### config.mk
export PLATFORM = sky130hd
export DESIGN_NAME = serial_adder_driver
export DESIGN_NICKNAME = d
export VERILOG_FILES = /design/src/rtl/serial_adder_pkg.sv /design/src/rtl/serial_adder_driver_timeout_timer.sv /design/src/rtl/serial_adder_driver.sv
export SDC_FILE = /design/constraint.sdc
export NUM_CORES = 1
export LEC_CHECK = 0
export ABC_AREA = 0
export BUFFER_PORTS_ARGS = -buffer_cell sky130_fd_sc_hd__buf_2
export CAP_MARGIN = 20
export CELL_PAD_IN_SITES_DETAIL_PLACEMENT = 0
export CELL_PAD_IN_SITES_GLOBAL_PLACEMENT = 2
export CORE_UTILIZATION = 33
export CTS_CLUSTER_DIAMETER = 80
export CTS_CLUSTER_SIZE = 25
export DETAILED_ROUTE_END_ITERATION = 7
export PLACE_DENSITY_LB_ADDON = 0.15
export SYNTH_ARGS = -nofsm -noshare
export SYNTH_HDL_FRONTEND = slang
export SYNTH_SLANG_ARGS = --single-unit
### constraint.sdc
create_clock -name clk -period 3.1 [get_ports clk]
set_clock_uncertainty 0.05 [all_clocks]
set_input_delay 0.155 -clock clk [delete_from_list [all_inputs] [get_ports clk]]
set_output_delay 0.155 -clock clk [all_outputs]
set_load 0.005 [all_outputs]
### src/rtl/serial_adder_pkg.sv
// ---------------------------------------------------------------------------
// serial_adder_pkg
//   Shared types and defaults for the serial-adder driver slice.
//   - SA_W        : default operand/sum width of the task2 adder
//   - drv_state_t : driver FSM states
// ---------------------------------------------------------------------------
package serial_adder_pkg;

    localparam int unsigned SA_W = 4;

    typedef enum logic [2:0] {
        IDLE,
        LOAD,
        START,
        WAIT,
        HOLD
    } drv_state_t;

endpackage

### src/rtl/serial_adder_driver_timeout_timer.sv
// ---------------------------------------------------------------------------
// timeout_timer
//   Cycle counter bounding how long the driver waits for the adder.
//   Ports:
//     clk, rst_n : clock, asynchronous active-low reset
//     clr        : synchronous clear to 0 (has priority over en)
//     en         : count up by one
//     expired    : count has reached TIMEOUT-1
// ---------------------------------------------------------------------------
module timeout_timer #(
    parameter int unsigned TIMEOUT = 32
) (
    input  logic clk,
    input  logic rst_n,
    input  logic clr,
    input  logic en,
    output logic expired
);

    localparam int unsigned TW = $clog2(TIMEOUT);

    logic [TW-1:0] cnt_q;
    logic [TW-1:0] cnt_d;

    always_comb begin
        cnt_d = cnt_q;
        if (clr) begin
            cnt_d = '0;
        end else if (en) begin
            cnt_d = cnt_q + 1'b1;
        end
    end

    always_ff @(posedge clk or negedge rst_n) begin
        if (!rst_n) begin
            cnt_q <= '0;
        end else begin
            cnt_q <= cnt_d;
        end
    end

    assign expired = (cnt_q == TW'(TIMEOUT - 1));

endmodule

### src/rtl/serial_adder_driver.sv
// ---------------------------------------------------------------------------
// serial_adder_driver
//   Initiator for the task2 serial adder. Takes operand pairs from a
//   valid/ready stream, sequences load/start into the adder, waits for a
//   rising edge of done and returns the sum (or a timeout error) on an
//   output valid/ready stream. One job in flight at a time.
//   Ports:
//     clk, rst_n          : clock, asynchronous active-low reset
//     in_valid/in_ready   : operand stream handshake (in_ready = IDLE)
//     in_a, in_b          : operands
//     load, start         : adder control, decoded from registered state
//     A, B                : registered operands to the adder
//     sum, done           : adder result and level done flag
//     out_valid/out_ready : result stream handshake
//     out_sum, out_err    : captured sum (0 on timeout), timeout flag
//     job_cnt             : results delivered, wraps
// ---------------------------------------------------------------------------
module serial_adder_driver
    import serial_adder_pkg::*;
#(
    parameter int unsigned W       = SA_W,
    parameter int unsigned TIMEOUT = 32,
    parameter int unsigned CNT_W   = 8
) (
    input  logic             clk,
    input  logic             rst_n,
    input  logic             in_valid,
    output logic             in_ready,
    input  logic [W-1:0]     in_a,
    input  logic [W-1:0]     in_b,
    output logic             load,
    output logic             start,
    output logic [W-1:0]     A,
    output logic [W-1:0]     B,
    input  logic [W-1:0]     sum,
    input  logic             done,
    output logic             out_valid,
    input  logic             out_ready,
    output logic [W-1:0]     out_sum,
    output logic             out_err,
    output logic [CNT_W-1:0] job_cnt
);

    drv_state_t       state_q, state_d;
    logic [W-1:0]     a_q, a_d;
    logic [W-1:0]     b_q, b_d;
    logic [W-1:0]     out_sum_q, out_sum_d;
    logic             out_err_q, out_err_d;
    logic [CNT_W-1:0] job_cnt_q, job_cnt_d;
    logic             done_q, done_d;

    logic tmr_clr;
    logic tmr_en;
    logic tmr_expired;
    logic done_rise;

    timeout_timer #(
        .TIMEOUT (TIMEOUT)
    ) u_timer (
        .clk     (clk),
        .rst_n   (rst_n),
        .clr     (tmr_clr),
        .en      (tmr_en),
        .expired (tmr_expired)
    );

    // Only a fresh rising edge counts: a done left high by the previous job
    // must not be mistaken for this job's result.
    assign done_rise = done & ~done_q;

    always_comb begin
        state_d   = state_q;
        a_d       = a_q;
        b_d       = b_q;
        out_sum_d = out_sum_q;
        out_err_d = out_err_q;
        job_cnt_d = job_cnt_q;
        done_d    = done;
        tmr_clr   = 1'b0;
        tmr_en    = 1'b0;

        unique case (state_q)
            IDLE: begin
                if (in_valid) begin
                    a_d     = in_a;
                    b_d     = in_b;
                    state_d = LOAD;
                end
            end
            LOAD: begin
                state_d = START;
            end
            START: begin
                tmr_clr = 1'b1;
                state_d = WAIT;
            end
            WAIT: begin
                tmr_en = 1'b1;
                // done rise is tested first so it wins over a same-cycle expiry
                if (done_rise) begin
                    out_sum_d = sum;
                    out_err_d = 1'b0;
                    state_d   = HOLD;
                end else if (tmr_expired) begin
                    out_sum_d = '0;
                    out_err_d = 1'b1;
                    state_d   = HOLD;
                end
            end
            HOLD: begin
                if (out_ready) begin
                    job_cnt_d = job_cnt_q + 1'b1;
                    state_d   = IDLE;
                end
            end
            default: begin
                state_d = IDLE;
            end
        endcase
    end

    always_ff @(posedge clk or negedge rst_n) begin
        if (!rst_n) begin
            state_q   <= IDLE;
            a_q       <= '0;
            b_q       <= '0;
            out_sum_q <= '0;
            out_err_q <= 1'b0;
            job_cnt_q <= '0;
            done_q    <= 1'b0;
        end else begin
            state_q   <= state_d;
            a_q       <= a_d;
            b_q       <= b_d;
            out_sum_q <= out_sum_d;
            out_err_q <= out_err_d;
            job_cnt_q <= job_cnt_d;
            done_q    <= done_d;
        end
    end

    assign in_ready  = (state_q == IDLE);
    assign load      = (state_q == LOAD) || (state_q == START);
    assign start     = (state_q == START);
    assign out_valid = (state_q == HOLD);
    assign A         = a_q;
    assign B         = b_q;
    assign out_sum   = out_sum_q;
    assign out_err   = out_err_q;
    assign job_cnt   = job_cnt_q;

endmodule

==> out/qor.yml <==
status: "completed"
postSynthAreaPerCell_um2: 12.17
io_pins: 42
grt_max_degree: 31
clkTransAtPathRegs_ps: 60
preCtsSetupSlack_ps: 1364
synth.most_common_cell: "dfrtp_1"
viasPerCell: 4.683
clock_latency_ps: 270
met2_usage: 0.2240
grt_overflow: 0
antenna_found_initial: 0
num_rows: 22
dpl.hpwl_um: 1798
synth_top_area_share: 0.5764
grt_pass1_wl_um: 4464
yosysSeqAreaShare: 0.5764
p_per_area_nw_per_um2: 874.4
slew_viol_final: 0
htree_num_levels: 2
setup_slack_ps: 1384
drc_errors: 0
slew-limit-headroom: 0.5603
drive_gt1_frac: 0.3961
yosysUniqueCellTypes: 26
tightest_slew_ps: 659.5
drtIter0Drc: 27
synthArstFlopShare: 1.000
die_h_um: 64.83
critPathBufInv: 0
vias: 946
synth_ff_type: "dfrtp_1"
cts_buffer_depth: 2
r2r_cells: 3
cts_tree: "built"
rsz0062_at_grt: "false"
synth-seq-cells: 30
gp_congestion: 0.6964
ir_drop_mv: 0.3551
synth_area_um2: 1302
areaGrowthSynthToFinish_pct: 27.86
critical_path_class: "reg -> reg"
worst_setup_path_end_kind: "register"
coreArea_um2: 3716
ys_top_cells_by_area: "dfrtp_1 58%, mux2_2 7.8%, xnor2_1 4.7%"
wl_per_cell_um: 12.43
setup.worst_path.start_class: "register"
nets: 173
ctsRootBufferMaster: "clkbuf_8"
numPortBuffers: 41
worstReg2RegStart: "state_q[0]$_DFFE_PN0P_"
max_stage_delay_ps: 530
antenna_left: 0
synthCells: 107
drt_pass1_iterations: 3
fin_tns_setup_ps: 0
fin_cells: 202
clkSinkCount: 30
grt_usage: 0.1440
dieArea_um2: 4202
hold_violations: 0
filler_cell_count: 376
grt_pass1_vias: 968
hold_start: "sum[0]"
setup_viol: 0
start_util: 0.3505
worst_ep_required_time_ps: 3210
synth_edf_count: 0
placedCellCount: 192
synth_largest_area_cell: "dfrtp_1"
final_core_util: 0.4481
synth_common_cells: "30 x dfrtp_1, 9 x mux2_2, 9 x nand2_1"
leakagePower_nw: 0.8372
path_cells: "nor3_1, and2_1, mux2_2"
crit_path_top_delay_cell: "dfrtp_1"
yosys_warnings: 0
reg2reg_to: "A[2]$_DFFE_PN0P_"
hold_path_end: "out_sum[0]$_DFFE_PN0P_"
max_freq_mhz: 582.7
min_period_ps: 1716
die_width_um: 64.83
routed_wl_um: 2511
cts-buffers-inserted: 5
hold_class: "in -> reg"
top_usage_layer: "met2"
worstPathArrival_ps: 1830
reg2reg_slack_ps: 1380
groute.layer.met1.usage: 0.1793
cp-startpoint: "state_q[0]$_DFFE_PN0P_"
critPathTopFamily: "simple AND/OR/NAND/NOR gates"
hold_path_depth: 2
diodes: 0
timing.hold.ws_ps: 49.71
period_share: 0.5536
maxCapViolations: 0
met3_usage: 0.05282
synth_nets: 127
crit_path_max_fanout: 13
==> final cells by class <==
type,count,area (µm²),share of cell area
Multi-Input combinational cell,72,511.7,0.3073
Timing Repair Buffer,44,232.7,0.1397
Clock buffer,8,110.1,0.06612
Sequential cell,30,750.7,0.4508
Tap cell,48,60.06,0.03606
==> through the flow <==
step / power (W) / cell area (µm²)
2_1_floorplan: 0.0009336 / 1303
6_report: 0.001456 / 1665
5_1_grt: 0.001583 / 1665
4_1_cts: 0.001483 / 1665
3_3_place_gp: 0.001093 / 1535
3_5_place_dp: 0.001111 / 1535
==> kinds of logic after synthesis <==
group                    count (synthesis)  share of synthesized area
AND/OR/NAND/NOR                         39                     0.1681
XOR/XNOR                                 8                    0.05380
AO/OA/AOI/OAI                           13                    0.06436
buffers and inverters                    5                    0.03074
flip-flops                              30                     0.5764
adder cells (fa/ha/maj)                  3                    0.02882
multiplexers                             9                    0.07781
==> state kept, by name, indices dropped and copies added (netlist names) <==
name,flops
state_q,3
out_sum,4
B,4
done_q,1
u_timer.cnt_q,5
A,4
job_cnt,8
out_err,1
==> cells in the final DEF, fill, tap and decap left out, types with 3 or more instances in the layout <==
cell	instances
a22o_1	5
and3_1	4
buf_2	41
clkbuf_8	8
dfrtp_1	30
ha_1	3
mux2_2	9
nand2_1	9
nand2b_1	5
nand3_1	3
nand4_1	3
nor2_1	4
o21ai_0	6
xnor2_1	7
==> worst register-to-register path, stage by stage, from the launching register on <==
cell,delay (ps)
dfrtp_1,530
nor3_1,270
and2_1,370
mux2_2,380
==> timing repair <==
action	CTS	global route
setup buffers	0	0
endpoints found under the hold margin	31	0
resized for setup	0	0
hold buffers	2	0
setup endpoints to repair	0	0
==> where the power goes <==
part	internal [W]	total, W	switching (W)	leakage (nW)
registers	0.000529	0.000649	0.000120	0.383
logic	0.000250	0.000444	0.000194	0.397
clock network	0.000224	0.000363	0.000140	0.0575
total	0.00100	0.00146	0.000453	0.837
==> how the worst max path moves through the flow <==
stage	to	slack, ps	depth (start not counted)
after floorplan	A[0]$_DFFE_PN0P_	1570	5
after global placement	A[3]$_DFFE_PN0P_	1410	3
after detailed placement	A[2]$_DFFE_PN0P_	1360	3
after CTS	A[2]$_DFFE_PN0P_	1350	3
after global routing	A[0]$_DFFE_PN0P_	1230	3
final	A[2]$_DFFE_PN0P_	1380	3
==> per-layer routing <==
| metal | vias to the layer above | share of wire |
|---|---|---|
| li1 | 463 | - |
| met1 | 452 | 0.46 |
| met2 | 25 | 0.47 |
| met3 | 6 | 0.059 |
| met4 | 0 | 0.017 |
| met5 | - | 0 |
Power figures use the tool's default switching activity.
